==> src/rtl/storage_arbiter_pkg.sv <==
// Shared types and constants for the storage arbiter slice.
package storage_arbiter_pkg;

  localparam int DEF_WIDTH = 8;
  localparam int DEF_N_REQ = 4;

  localparam logic [1:0] OP_WRITE  = 2'b00;
  localparam logic [1:0] OP_PRESET = 2'b01;
  localparam logic [1:0] OP_CLEAR  = 2'b10;
  localparam logic [1:0] OP_NOP    = 2'b11;

  typedef enum logic [1:0] {
    ST_IDLE  = 2'b00,
    ST_GRANT = 2'b01,
    ST_ACK   = 2'b10
  } state_t;

endpackage

==> src/rtl/storage_cell.sv <==
// Shared register: clear > preset > load; updates on the edge its control is high.
// No handshake; the arbiter asserts at most one control per transaction.
module storage_cell
  import storage_arbiter_pkg::*;
#(
  parameter int WIDTH = DEF_WIDTH
) (
  input  logic             clk,
  input  logic             rst_n,
  input  logic             en,
  input  logic             preset,
  input  logic             clear,
  input  logic [WIDTH-1:0] d,
  output logic [WIDTH-1:0] q
);

  always_ff @(posedge clk or negedge rst_n) begin
    if (!rst_n)      q <= '0;
    else if (clear)  q <= '0;
    else if (preset) q <= '1;
    else if (en)     q <= d;
  end

endmodule

==> src/rtl/storage_arbiter.sv <==
// Round-robin arbiter granting one requester access to a shared register; 3 cycles/transaction.
// Requesters hold req until ack; losers simply wait, no queueing beyond the req level.
module storage_arbiter
  import storage_arbiter_pkg::*;
#(
  parameter int WIDTH = DEF_WIDTH,
  parameter int N_REQ = DEF_N_REQ
) (
  input  logic                   clk,
  input  logic                   rst_n,
  input  logic [N_REQ-1:0]       req,
  input  logic [2*N_REQ-1:0]     op,
  input  logic [WIDTH*N_REQ-1:0] wdata,
  output logic [N_REQ-1:0]       gnt,
  output logic [N_REQ-1:0]       ack,
  output logic                   busy,
  output logic [WIDTH-1:0]       q
);

  localparam int PW = (N_REQ > 1) ? $clog2(N_REQ) : 1;

  state_t           state;
  logic [PW-1:0]    ptr;
  logic [PW-1:0]    winner;
  logic [PW-1:0]    ptr_nxt;
  logic [1:0]       lat_op;
  logic [WIDTH-1:0] lat_dat;
  logic             sel_vld;
  logic [PW-1:0]    sel_idx;
  logic [PW:0]      cand;
  logic             cell_en;
  logic             cell_preset;
  logic             cell_clear;

  // Scan from ptr upward with wrap; first asserted request wins.
  always_comb begin
    sel_vld = 1'b0;
    sel_idx = '0;
    cand    = '0;
    for (int i = 0; i < N_REQ; i++) begin
      cand = {1'b0, ptr} + (PW+1)'(i);
      if (cand >= (PW+1)'(N_REQ)) cand = cand - (PW+1)'(N_REQ);
      if (!sel_vld && req[cand[PW-1:0]]) begin
        sel_vld = 1'b1;
        sel_idx = cand[PW-1:0];
      end
    end
  end

  assign ptr_nxt = (winner == PW'(N_REQ-1)) ? '0 : winner + 1'b1;
  assign busy    = (state != ST_IDLE);

  always_ff @(posedge clk or negedge rst_n) begin
    if (!rst_n) begin
      state   <= ST_IDLE;
      ptr     <= '0;
      winner  <= '0;
      lat_op  <= '0;
      lat_dat <= '0;
      gnt     <= '0;
      ack     <= '0;
    end else begin
      case (state)
        ST_IDLE: begin
          if (sel_vld) begin
            winner       <= sel_idx;
            lat_op       <= op[2*int'(sel_idx) +: 2];
            lat_dat      <= wdata[WIDTH*int'(sel_idx) +: WIDTH];
            gnt[sel_idx] <= 1'b1;
            state        <= ST_GRANT;
          end
        end
        ST_GRANT: begin
          gnt         <= '0;
          ack[winner] <= 1'b1;
          state       <= ST_ACK;
        end
        ST_ACK: begin
          ack   <= '0;
          ptr   <= ptr_nxt;
          state <= ST_IDLE;
        end
        default: state <= ST_IDLE;
      endcase
    end
  end

  // The register commits on the edge that closes GRANT, so q is new during ACK.
  assign cell_en     = (state == ST_GRANT) && (lat_op == OP_WRITE);
  assign cell_preset = (state == ST_GRANT) && (lat_op == OP_PRESET);
  assign cell_clear  = (state == ST_GRANT) && (lat_op == OP_CLEAR);

  storage_cell #(.WIDTH(WIDTH)) u_cell (
    .clk    (clk),
    .rst_n  (rst_n),
    .en     (cell_en),
    .preset (cell_preset),
    .clear  (cell_clear),
    .d      (lat_dat),
    .q      (q)
  );

endmodule

==> config.mk <==
export PLATFORM = sky130hd
export DESIGN_NAME = storage_arbiter
export DESIGN_NICKNAME = d
export VERILOG_FILES = /design/src/rtl/storage_arbiter_pkg.sv /design/src/rtl/storage_cell.sv /design/src/rtl/storage_arbiter.sv
export SDC_FILE = /design/constraint.sdc
export NUM_CORES = 1
export LEC_CHECK = 0
export ABC_AREA = 1
export CORE_ASPECT_RATIO = 0.8
export CORE_MARGIN = 2
export CORE_UTILIZATION = 25
export CTS_CLUSTER_SIZE = 28
export DETAILED_ROUTE_END_ITERATION = 6
export SYNTH_ARGS = -nofsm -noshare
export SYNTH_HDL_FRONTEND = slang
export SYNTH_SLANG_ARGS = --single-unit
==> constraint.sdc <==
create_clock -name clk -period 3.8 [get_ports clk]
set_input_delay 0.57 -clock clk [delete_from_list [all_inputs] [get_ports clk]]
set_output_delay 0.57 -clock clk [all_outputs]
set_load 0.01 [all_outputs]
# Word-level counts from Yosys, hierarchy flattened
# Index checks and enable logic that the tools add are counted.
# classes
n_bitwise,2
mux,33
n_eq_ne,6
order_cmp,12
reduce_logical,19
add_sub_neg,8
shifts,2
# ops
op,n
32-bit by 6-bit indexed part select with 8-bit output,1
8-bit two-way mux,3
2-bit two-way mux,10
"2-bit by 3-bit less-than comparator with 1-bit output, second input constant",6
4-bit case mux with 2 select lines,2
1-bit two-way mux,10
"3-bit greater-or-equal comparator, second input constant",3
1-bit binary-select mux with 2-bit select,4
1-bit logical AND,8
4-bit OR,2
8-bit by 4-bit indexed part select with 2-bit output,1
"2-bit by 1-bit subtractor with 2-bit output, second input constant",4
"2-bit by 2-bit adder with 3-bit output, second input constant",2
"2-bit == test, second input constant",3
2-bit nonzero test,3
1-bit demux with 2-bit select,2
"2-bit by 1-bit == test with 1-bit output, second input constant",2
"2-bit by 1-bit greater-or-equal comparator with 1-bit output, second input constant",2
2-bit logical NOT,2
4-bit two-way mux,1
2-bit case mux with 2 select lines,1
2-bit AND reduction,2
"2-bit by 1-bit adder with 3-bit output, second input constant",1
"2-bit by 3-bit greater-or-equal comparator with 1-bit output, second input constant",1
other kinds (4),6
# totals
regBits,32
out_inout_bits,17
wordCells,90
in_bits,46

# Depth between registers and ports, before layout
# depth
depth_word,21
depth_mapped,16

# Cells and area by module
# A second synthesis with hierarchy kept.
# unflattened
cells_unflattened,334
area_unflattened_um2,2223.4
# modules_own_cells
module,n_inst,cells_each,area_per_inst_um2,seq_area_each_um2
storage_arbiter,1,281,1828.0,600.6
storage_cell,1,53,395.4,200.2

# Worst setup path before layout
# OpenSTA, ideal clock, no wires.
# synth_path
path_type,input to register
from,in req[2]
to,reg lat_dat[4]
n_path_buf,1
required_time_ps,3682
setup_time_ps,118
t_arrival_ps,1638
setup_slack_ps,2044
cell_stages,15
cell_sequence,inv_1 > nand2_1 > nand3_2 > nand2_2 > nor2_8 > nand3_4 > nand2_4 > nand2_4 > buf_6 > nand2_1 > nand2_1 > nand2_1 > nand2_1 > nand2_1 > nand2_1
# synth_via
elab_chain_cells,13
elab_cells_between_ends,24
cone_classes,shift (1); mux (16); reduce/logical (7)
# synth_rtl
item,line_no,source
from (decl),storage_arbiter.sv:11,"input logic [N_REQ-1:0] req,"
1-bit binary-select mux with 2-bit select,storage_arbiter.sv:43,if (!sel_vld && req[cand[PW-1:0]]) begin
1-bit two-way mux (implied by the code),storage_arbiter.sv:43,
1-bit two-way mux,storage_arbiter.sv:43,
1-bit logical NOT,storage_arbiter.sv:43,
1-bit logical AND,storage_arbiter.sv:43,
1-bit two-way mux,storage_arbiter.sv:43,
1-bit logical NOT,storage_arbiter.sv:43,
1-bit logical AND,storage_arbiter.sv:43,
1-bit two-way mux,storage_arbiter.sv:43,
1-bit logical NOT,storage_arbiter.sv:43,
1-bit logical AND,storage_arbiter.sv:43,
2-bit two-way mux or 1-bit two-way mux (tied branches),storage_arbiter.sv:43,
32-bit by 6-bit indexed part select with 8-bit output or 2-bit AND reduction (tied branches),n/a,
to (signal assigned),storage_arbiter.sv:68,lat_dat <= wdata[WIDTH*int'(sel_idx) +: WIDTH];
to (decl),storage_arbiter.sv:27,logic [WIDTH-1:0] lat_dat;
# Parallel ways exist; a longest one is shown, timed or not. The select of a mux whose other input is x is not followed.
# A chain may end at the register's enable or synchronous reset.

# Final worst setup path
# layout_path
from,reg ptr[0]
to,reg lat_dat[6]
# layout_via
elab_chain_cells,15
elab_cells_between_ends,39
cone_classes,add/sub (7); order compare (4); shift (1); mux (20); reduce/logical (7)
# layout_rtl
item,line_no,source
from (decl),storage_arbiter.sv:23,logic [PW-1:0] ptr;
from (signal assigned),storage_arbiter.sv:80,ptr <= ptr_nxt;
branches (longest 15 deep; another with 2-bit by 1-bit adder with 3-bit output),n/a,
# Several ways; the timed one is not identified. The select of a mux whose other input is x is not followed.

==> results.txt <==
# hold bufs at CTS = 0
FF-to-FF setup slack = 1.15 ns
CTS tree = built
post-route ant nets = 0
Layout area overhead = 35.63%
Cells after Synth = 312
share of layout cells above drive strength 1 = 8.333%
Clock power frac = 9.6%
Least-Margin Pin Slew = 0.7367 ns
largest area contributor in the netlist = dfrtp_1
Int Pwr = 1.267 mW
RePlAce Congestion = 0.8108
yosys synthesis warning count = 0
crit path to = lat_dat[6]
TritonCTS Sinks = 32
vias in the first global route = 1922
total CTS buffers = 5
P_leak = 1.505 nW
Post-Place Cells = 476
Commonest cells post-synth = nand2_1 (141), nand3_1 (34), dfrtp_1 (32)
Residual DRC = 0
Slew headroom = 50.77%
Worst EP arrival = 2.88 ns
Post-Syn Nets = 366
Peak supply drop = 0.0003697 V
Final period util = 69.77%
Synth async-reset ratio = 100.0%
starting density of the core = 25.61%
count of different cell masters after synthesis = 25
class of the tightest hold or removal check = reg -> reg
worst-skew pair later-pin latency = 0.28 ns
hold path depth = 2
final setup fails = 0
initial DRC count = 122
GRT Overall Usage = 12.21%
Die H = 87.20 um
Final Max Tran Viols = 0
crit path kind = reg -> reg
ant diodes = 0
Comb power frac = 67.3%
Top FF cell, synth = dfrtp_1
core footprint = 8446 um2
number of vias per cell = 4.176
Mapped Area = 2163 um2
post-CTS sizing = 0
Yosys top cell area share = 37.02%
Synth Area per Inst = 6.934 um2
power consumption = 2.650 mW
PortBufs = 62
unrepaired setup endpoints after global routing = false
Final Util = 34.74%
maximum clock rate = 377.2 MHz
area occupied by multi-input gates = 1169 um2
post-DR wirelength/cell = 11.05 um
clk slew on worst S/H paths = 0.07 ns
global-route wire length before repair = 9252 um
reg2reg path depth = 14
final instance area = 2934 um2
Synth area leaders = dfrtp_1 (37%), nand2_1 (24%), nand3_1 (7.9%)
Clock Path Buffers = 2
sw frac = 52.20%
CP Launch Type = flip-flop
crit path launch = ptr[0]
Die W = 108 um
clock root buffer = clkbuf_8
proportion of synthesized chip area in sequential cells = 37.02%
Max-Cap Viols = 0
global route total overflow = 0
Finished Layout Cells = 484
pwr/cell area = 903.3 nW/um2
Hold Vio Cnt, Final = 0
RR Endpoint = lat_dat[6]
total vias in the final route = 2021
CP required = 4.03 ns
FP Rows = 30
Yosys reg bits = 32
initial antenna violation count = 0
Setup Fix Bufs, Post-CTS = 0
final wirelength = 5347 um
I/O Pins = 63
Post-synth EDFFs = 0
critical path peak fanout = 24
fin nets = 425
FILL cells = 895
largest net degree at the start of global routing = 33
sw power = 1.383 mW
Crit. End Element = flip-flop
Final Critical Period = 2.651 ns
CTS H-tree lvls = 2
status = finished, final reports clean
DP Wirelength = 4185 um
R2R Path Start = ptr[0]
placed cell area = 2846 um2
Setup TNS Final = 0 ns
Reg power frac = 23.1%
Die Area = 9418 um2
Final Skew = 0.007735 ns
Detailed Routing Iterations Pass 1 = 4
top-count cell post-synth = nand2_1
register area = 800.8 um2
==> metal layers <==
| layer | track usage [%] | wire, um | up-vias |
|---|---|---|---|
| met1 | 18.85 | 2897 | 889 |
| met5 | 0 | 0 | - |
| met2 | 16.98 | 2145 | 38 |
| met3 | 2.618 | 248 | 5 |
| li1 | - | - | 1089 |
| met4 | 3.147 | 55 | 0 |
==> sequential cells by signal, summed over array words and instances, names as in the netlist <==
name / cells
lat_dat: 8
u_cell.q: 8
ack: 4
gnt: 4
lat_op: 2
ptr: 2
state: 2
winner: 2
==> cells by family (layout without fill, tap and decap cells) <==
logic type | Yosys count | count (layout) | share of synthesized area (%)
flip-flops | 32 | 32 | 37.02
AO/OA/AOI/OAI | 24 | 24 | 5.784
adder cells (fa/ha/maj) | 8 | 8 | 4.627
AND/OR/NAND/NOR | 208 | 208 | 43.61
buffers and inverters | 40 | 100 | 8.964
==> cell type report <==
type,instances,share of cell area [%]
multi-input cells,240,39.83
flip-flops and latches,32,27.29
repair buffers,63,21.41
well taps,112,4.776
inverters,29,3.710
clock buffers,5,2.345
clock inverters,3,0.6397
==> critical path: stages (launching register included) <==
cell     delay, ns
dfrtp_1       0.63
inv_2         0.17
nand2_1       0.14
nand2_4       0.08
nand2_1       0.07
nand2_1       0.06
a21oi_1       0.12
nand2_1       0.44
nand2_4       0.44
nand2_1       0.08
nand2_1       0.08
nand2_1       0.05
nand2_1       0.08
nand2_1       0.07
nand2_1       0.07
==> stage by stage <==
step | setup slack (ns) | hold WS (ns)
2_1_floorplan | 2.044 | 0.2744
3_3_place_gp | 0.9416 | 0.4662
3_5_place_dp | 0.9040 | 0.4691
4_1_cts | 1.170 | 0.4887
5_1_grt | 0.7804 | 0.5068
6_report | 1.149 | 0.4864
==> worst min-delay path by stage <==
| stage | start | endpoint | slack (ns) |
|---|---|---|---|
| finish | lat_dat[6] | lat_dat[6] | 0.49 |
| floorplan | rst_n | ack[0] | 0.27 |
| detailed placement | lat_dat[6] | lat_dat[6] | 0.47 |
| global placement | lat_dat[7] | lat_dat[7] | 0.47 |
| CTS | lat_dat[6] | lat_dat[6] | 0.49 |
| global route | lat_dat[6] | lat_dat[6] | 0.51 |
==> power by group through the flow <==
| stage | Clock (mW) | Combinational (mW) | Sequential (mW) |
|---|---|---|---|
| after floorplan | 0 | 1.44 | 0.606 |
| after global routing | 0.277 | 2.05 | 0.633 |
| final | 0.255 | 1.78 | 0.611 |
| after CTS | 0.264 | 1.80 | 0.611 |
| after detailed placement | 0 | 1.79 | 0.615 |
| after global placement | 0 | 1.77 | 0.614 |
==> placed cells by master, fill, tap and decap left out <==
cell type | synthesis | layout
nand2_1 | 141 | 141
clkdlybuf4s50_1 | 0 | 62
nand3_1 | 34 | 34
dfrtp_1 | 32 | 32
inv_1 | 26 | 26
o21ai_0 | 17 | 17
nor2_1 | 12 | 12
ha_1 | 8 | 8
nand2_2 | 7 | 7
nand2_4 | 5 | 5
a21oi_1 | 5 | 5
clkbuf_8 | 0 | 5
inv_2 | 2 | 2
nand3_2 | 2 | 2
nand4_1 | 2 | 2
nor2_4 | 2 | 2
clkinv_2 | 0 | 2
nor2_8 | 1 | 1
o21ai_2 | 1 | 1
nand3_4 | 1 | 1
nor2_2 | 1 | 1
clkinv_1 | 1 | 1
o22ai_1 | 1 | 1
clkinv_4 | 0 | 1
buf_4 | 2 | 1
No activity file was read; power rests on OpenSTA's default activity.
==> variant 1, RTL diff (config.mk and constraints unchanged) <==
The 3 states of `state_t` get a one-hot encoding in 3 bits.
--- a/src/rtl/storage_arbiter_pkg.sv
+++ b/src/rtl/storage_arbiter_pkg.sv
@@ -11,6 +11,6 @@
 
-  typedef enum logic [1:0] {
-    ST_IDLE  = 2'b00,
-    ST_GRANT = 2'b01,
-    ST_ACK   = 2'b10
+  typedef enum logic [2:0] {
+    ST_IDLE  = 3'b001,
+    ST_GRANT = 3'b010,
+    ST_ACK   = 3'b100
   } state_t;
Behaviour: no difference found for any inputs over 10 cycles, from zero or initial values and one cycle with rst_n low; not proved beyond that.
==> variant 1 against the unedited design <==
Cell area down 6.1%; sequential share of layout area is 2.7 points higher; clock skew fell by 0.67 ps; global-route usage rose by 0.099 points; clock power shrank 2%; area after synthesis down 8.0%; routed wire length decreased by 2.3%; setup slack worse by 10 ps; core utilization increased by 0.40 points; sequential cell count increased by 1; power decreased by 8.0%; largest cell class unchanged; critical path depth did not move.
==> variant 1: results (changes against the unedited design) <==
dpl ws: 858 ps (-46.5 ps)
initial core utilization: 25.4% (-0.22 points)
asr flop ratio synth: 100% (unchanged)
Placer Congestion: 0.798 (-1.6%)
Max Clock Skew: 7.07 ps (-0.666 ps)
vias in the first global route: 1890 (-1.7%)
met2 wire length: 2.13 mm (-0.93%)
root buf cell: clkbuf_8
outcome: finished, final reports clean
met3 WL: 340 µm (+37%)
post-place instance area: 2670 µm² (-6.1%)
global-route wire length before repair: 8.71 mm (-5.9%)
total track usage: 12.3% (+0.099 points)
share of layout cells above drive strength 1: 4.84% (-3.5 points)
Area contributors post-synth: dfrtp_1, nand2_1, nand3_1
Final #Nets: 400 (-5.9%)
drt via density: 4.22 (+1.1%)
initial DRC count: 78 (-36%)
largest net degree at the start of global routing: 34 (+3.0%)
Post-Syn Nets: 342 (-6.6%)
Max FO, Critical Path: 23 (-4.2%)
Fill cells: 872 (-2.6%)
drt total wl: 5.23 mm (-2.3%)
most frequent cells after synthesis: nand2_1, dfrtp_1, nand3_1, inv_1, o21ai_0
Leakage: 0.00138 µW (-8.1%)
WL met1: 2.69 mm (-7.3%)
Slew Limit Headroom: 56.9% (+6.1 points)
crit path DAT: 2840 ps (-40 ps)
later-pin clock latency in the skew report: 280 ps (about the same)
VDD IR-drop max: 0.277 mV (-25%)
Post-CTS Setup Inserts: 0 (unchanged)
Detail Placement HPWL: 4.03 mm (-3.7%)
count of cell types in the netlist: 23 (-8.0%)
[variant 1: cell types whose count changed after synthesis, sizes merged, moves of 3 or more]
cell / unedited run / this run
a22o: 0 / 3
buf: 8 / 11
ha: 8 / 4
nand2: 153 / 139
nand3: 37 / 32
nor2: 16 / 6
o21ai: 18 / 22
[variant 1: path summary, 6_finish.rpt]
check                                          to  slack (ps)                    from  cells past startpoint
min in group asynchronous      ptr[0]$_DFFE_PN0N_         700                   rst_n                      2
min                        lat_dat[6]$_DFFE_PN0P_         480  lat_dat[6]$_DFFE_PN0P_                      2
min reg2reg                lat_dat[6]$_DFFE_PN0P_         480  lat_dat[6]$_DFFE_PN0P_                      2
max in group asynchronous    state[0]$_DFFE_PN1P_        2770                   rst_n                      2
max reg2reg                lat_dat[6]$_DFFE_PN0P_        1220      ptr[0]$_DFFE_PN0N_                     13
max                        lat_dat[6]$_DFFE_PN0P_        1140                  req[3]                     14
[variant 1: where the power goes]
part,total [µW],internal [µW],switching [µW]
sequential,652,530,121
combinational,1540,573,966
clock,249,130,119
[variant 1: logic make-up (layout without fill, tap and decap cells)]
kind of cell	Yosys count	count (layout)	synth area share, %
simple gates	181	181	37.4
buf+inv	42	101	9.68
compound gates	32	32	8.86
fa+ha+maj	4	4	2.51
flops	33	33	41.5
[variant 1: layer usage]
metal  GRT usage [%]  vias up
li1                -     1028
met1            17.6      847
met2            17.6       56
met3            3.59        7
met4            4.18        0
met5               0        -
[variant 1: through the flow]
stage	hold slack [ps]	cells	power, µW	utilization (%)
floorplan	274	292	1820	-
global placement	461	451	2170	34.1
detailed placement	463	451	2200	34.1
CTS	481	459	2460	35.1
global route	504	459	2720	35.1
finish	478	459	2440	35.1
[variant 1: final cells by class]
class,instances,area [µm²],area share (%)
inverter,30,113,4.09
clock buffer,8,80.1,2.91
timing repair buffer,63,628,22.8
sequential,33,827,30.0
multi-input combinational,217,971,35.3
tap,108,135,4.91
[variant 1: worst max-delay path, stage by stage]
cell and delay [ps]:
clkdlybuf4s50_1 470, inv_1 60, nand2_1 70, nand3_1 120, nand2_2 130, a21oi_1 50, nand2_1 480, nand2_2 410
nand2_1 160, nand2_1 70, nand2_1 50, nand2_1 80, nand2_1 70, nand2_1 50
==> variant 2, RTL diff (same settings) <==
Without the edit above. Change the package constant `DEF_WIDTH` from 8 to 6.
--- a/src/rtl/storage_arbiter_pkg.sv
+++ b/src/rtl/storage_arbiter_pkg.sv
@@ -3,3 +3,3 @@
 
-  localparam int DEF_WIDTH = 8;
+  localparam int DEF_WIDTH = 6;
   localparam int DEF_N_REQ = 4;
Ports: changed (resized q and wdata); port bits go from 63 to 53. The function was not compared with the original's and may differ.
==> variant 2 against the unedited design <==
Sequential cell count is 4 lower; power is 11% lower; count of clock-buffer cells in the layout is 2 lower; first-iteration DRC count is 48% lower; routed wire length is 4.3% lower; cell area is 10% lower; setup slack better by 360 ps; area after synthesis is 8.1% lower; highest routed layer unchanged.
==> variant 2: results (changes against the unedited design) <==
outcome: finished, final reports clean
XOR/XNOR Fraction of Synth Area: 0% (unchanged)
Placer Congestion: 0.858 (+5.8%)
PwrDens: 895 nW/µm² (-0.94%)
Crit Reg-Reg Endpoint: lat_op[1]$_DFFE_PN0P_
dpl cells: 412 (-13%)
global-route wire length before repair: 8.76 mm (-5.4%)
Leakage: 0.00126 µW (-16%)
TritonCTS buffer count: 3 (-2)
H-tree Lvls: 1 (-1)
post-cts sizing count: 0 (unchanged)
asr flop ratio synth: 100% (unchanged)
Synth Area in Compound Gates: 7.61% (+1.8 points)
WL/cell: 12.3 µm (+11%)
Switching Power: 1190 µW (-14%)
vias: 1895 (-6.2%)
Max FO, Critical Path: 13 (-46%)
proportion of power drawn by the clock network: 10.0% (+0.4 points)
post-place instance area: 2570 µm² (-9.8%)
Max stage delay on crit path: 520 ps (-110 ps)
VDD IR-drop max: 0.275 mV (-26%)
Fill cells: 839 (-6.3%)
power consumed by combinational cells: 1580 µW (-11%)
mux cell area share after synthesis: 0% (unchanged)
Post-Syn Instances: 260 (-17%)
largest net degree at the start of global routing: 29 (-12%)
crit path DAT: 2510 ps (-370 ps)
Clock Pin Slew Worst Setup and Hold Paths: 100 ps (+30 ps)
Syn-to-layout area delta: 32.8%
Area contributors post-synth: dfrtp_1, nand3_1, nand2_1
share of the synthesized area in the top cell type: 35.2% (-1.8 points)
I/O Buffers: 52 (-16%)
R2R depth: 11 (-3)
Seq/Total Area, Yosys: 35.2% (-1.8 points)
total track usage: 12.2% (about the same)
antenna cells: 0 (unchanged)
Top delay family on crit path: simple AND/OR/NAND/NOR gates
worst reg2reg setup slack: 1510 ps (+360 ps)
CP max stage cell: dfrtp_1
initial antenna violation count: 0 (unchanged)
Largest regs: lat_dat: 6 flops, u_cell.q: 6 flops
vias in the first global route: 1818 (-5.4%)
drt total wl: 5.12 mm (-4.3%)
Post-Synth Adder-Cell Area: 5.03% (+0.41 points)
TritonRoute pass-1 iters: 4 (unchanged)
Max Clock Skew: 2.05 ps (-5.69 ps)
Detail Placement HPWL: 3.88 mm (-7.4%)
most frequent cells after synthesis: nand3_1, nand2_1, inv_1, dfrtp_1, nand2_2
Final #Nets: 355 (-16%)
Worst-Margin Slew: 519 ps (-218 ps)
RR Startpoint: ptr[0]$_DFFE_PN0N_
count of cell types in the netlist: 27 (+8.0%)
initial DRC count: 64 (-48%)
Post-Syn Nets: 306 (-16%)
share of layout cells above drive strength 1: 12.7% (+4.3 points)
Max Buffers Root-to-Sink: 2 (unchanged)
## variant 2: cell count changes in the layout (fill, tap and decap cells not counted), moves of 6 or more
| cell | unedited run | this run |
|---|---|---|
| o21ai_0 | 17 | 7 |
| o22ai_1 | 1 | 7 |
| inv_1 | 26 | 32 |
| nand3_1 | 34 | 64 |
| nand2_1 | 141 | 54 |
| clkdlybuf4s50_1 | 62 | 52 |
## variant 2: area by class of cell
type | count | area share (%)
clock buffers | 3 | 1.56
clock inverters | 1 | 1.14
inverters | 36 | 5.12
multi-input cells | 187 | 40.5
flip-flops and latches | 28 | 26.5
well taps | 108 | 5.12
repair buffers | 53 | 20.0
## variant 2: how the worst min path moves through the flow
stage,slack (ps),start,end,depth (start not counted)
after global placement,470,lat_dat[3]$_DFFE_PN0P_,lat_dat[3]$_DFFE_PN0P_,2
after floorplan,270,rst_n,ack[0]$_DFFE_PN0P_,0
after detailed placement,480,lat_dat[3]$_DFFE_PN0P_,lat_dat[3]$_DFFE_PN0P_,2
after global routing,540,ack[2]$_DFFE_PN0P_,ack[2]$_DFFE_PN0P_,2
final,500,lat_dat[4]$_DFFE_PN0P_,lat_dat[4]$_DFFE_PN0P_,2
after CTS,510,lat_dat[3]$_DFFE_PN0P_,lat_dat[3]$_DFFE_PN0P_,2
## variant 2: cell families (layout without fill, tap and decap cells)
group	after synthesis	after routing
buf+inv	45	93
flops	28	28
simple gates	155	155
compound gates	24	24
fa+ha+maj	8	8
## variant 2: routing by layer
layer / wire (µm) / track usage (%)
met1: 2580 / 18.2
met2: 2140 / 18.1
met3: 349 / 3.20
met4: 46 / 1.47
met5: 0 / 0
## variant 2: through the flow
stage	hold slack [ps]	worst slack [ps]
CTS	508	1510
global placement	473	1380
finish	504	1510
detailed placement	482	1300
floorplan	274	2140
global route	543	1290
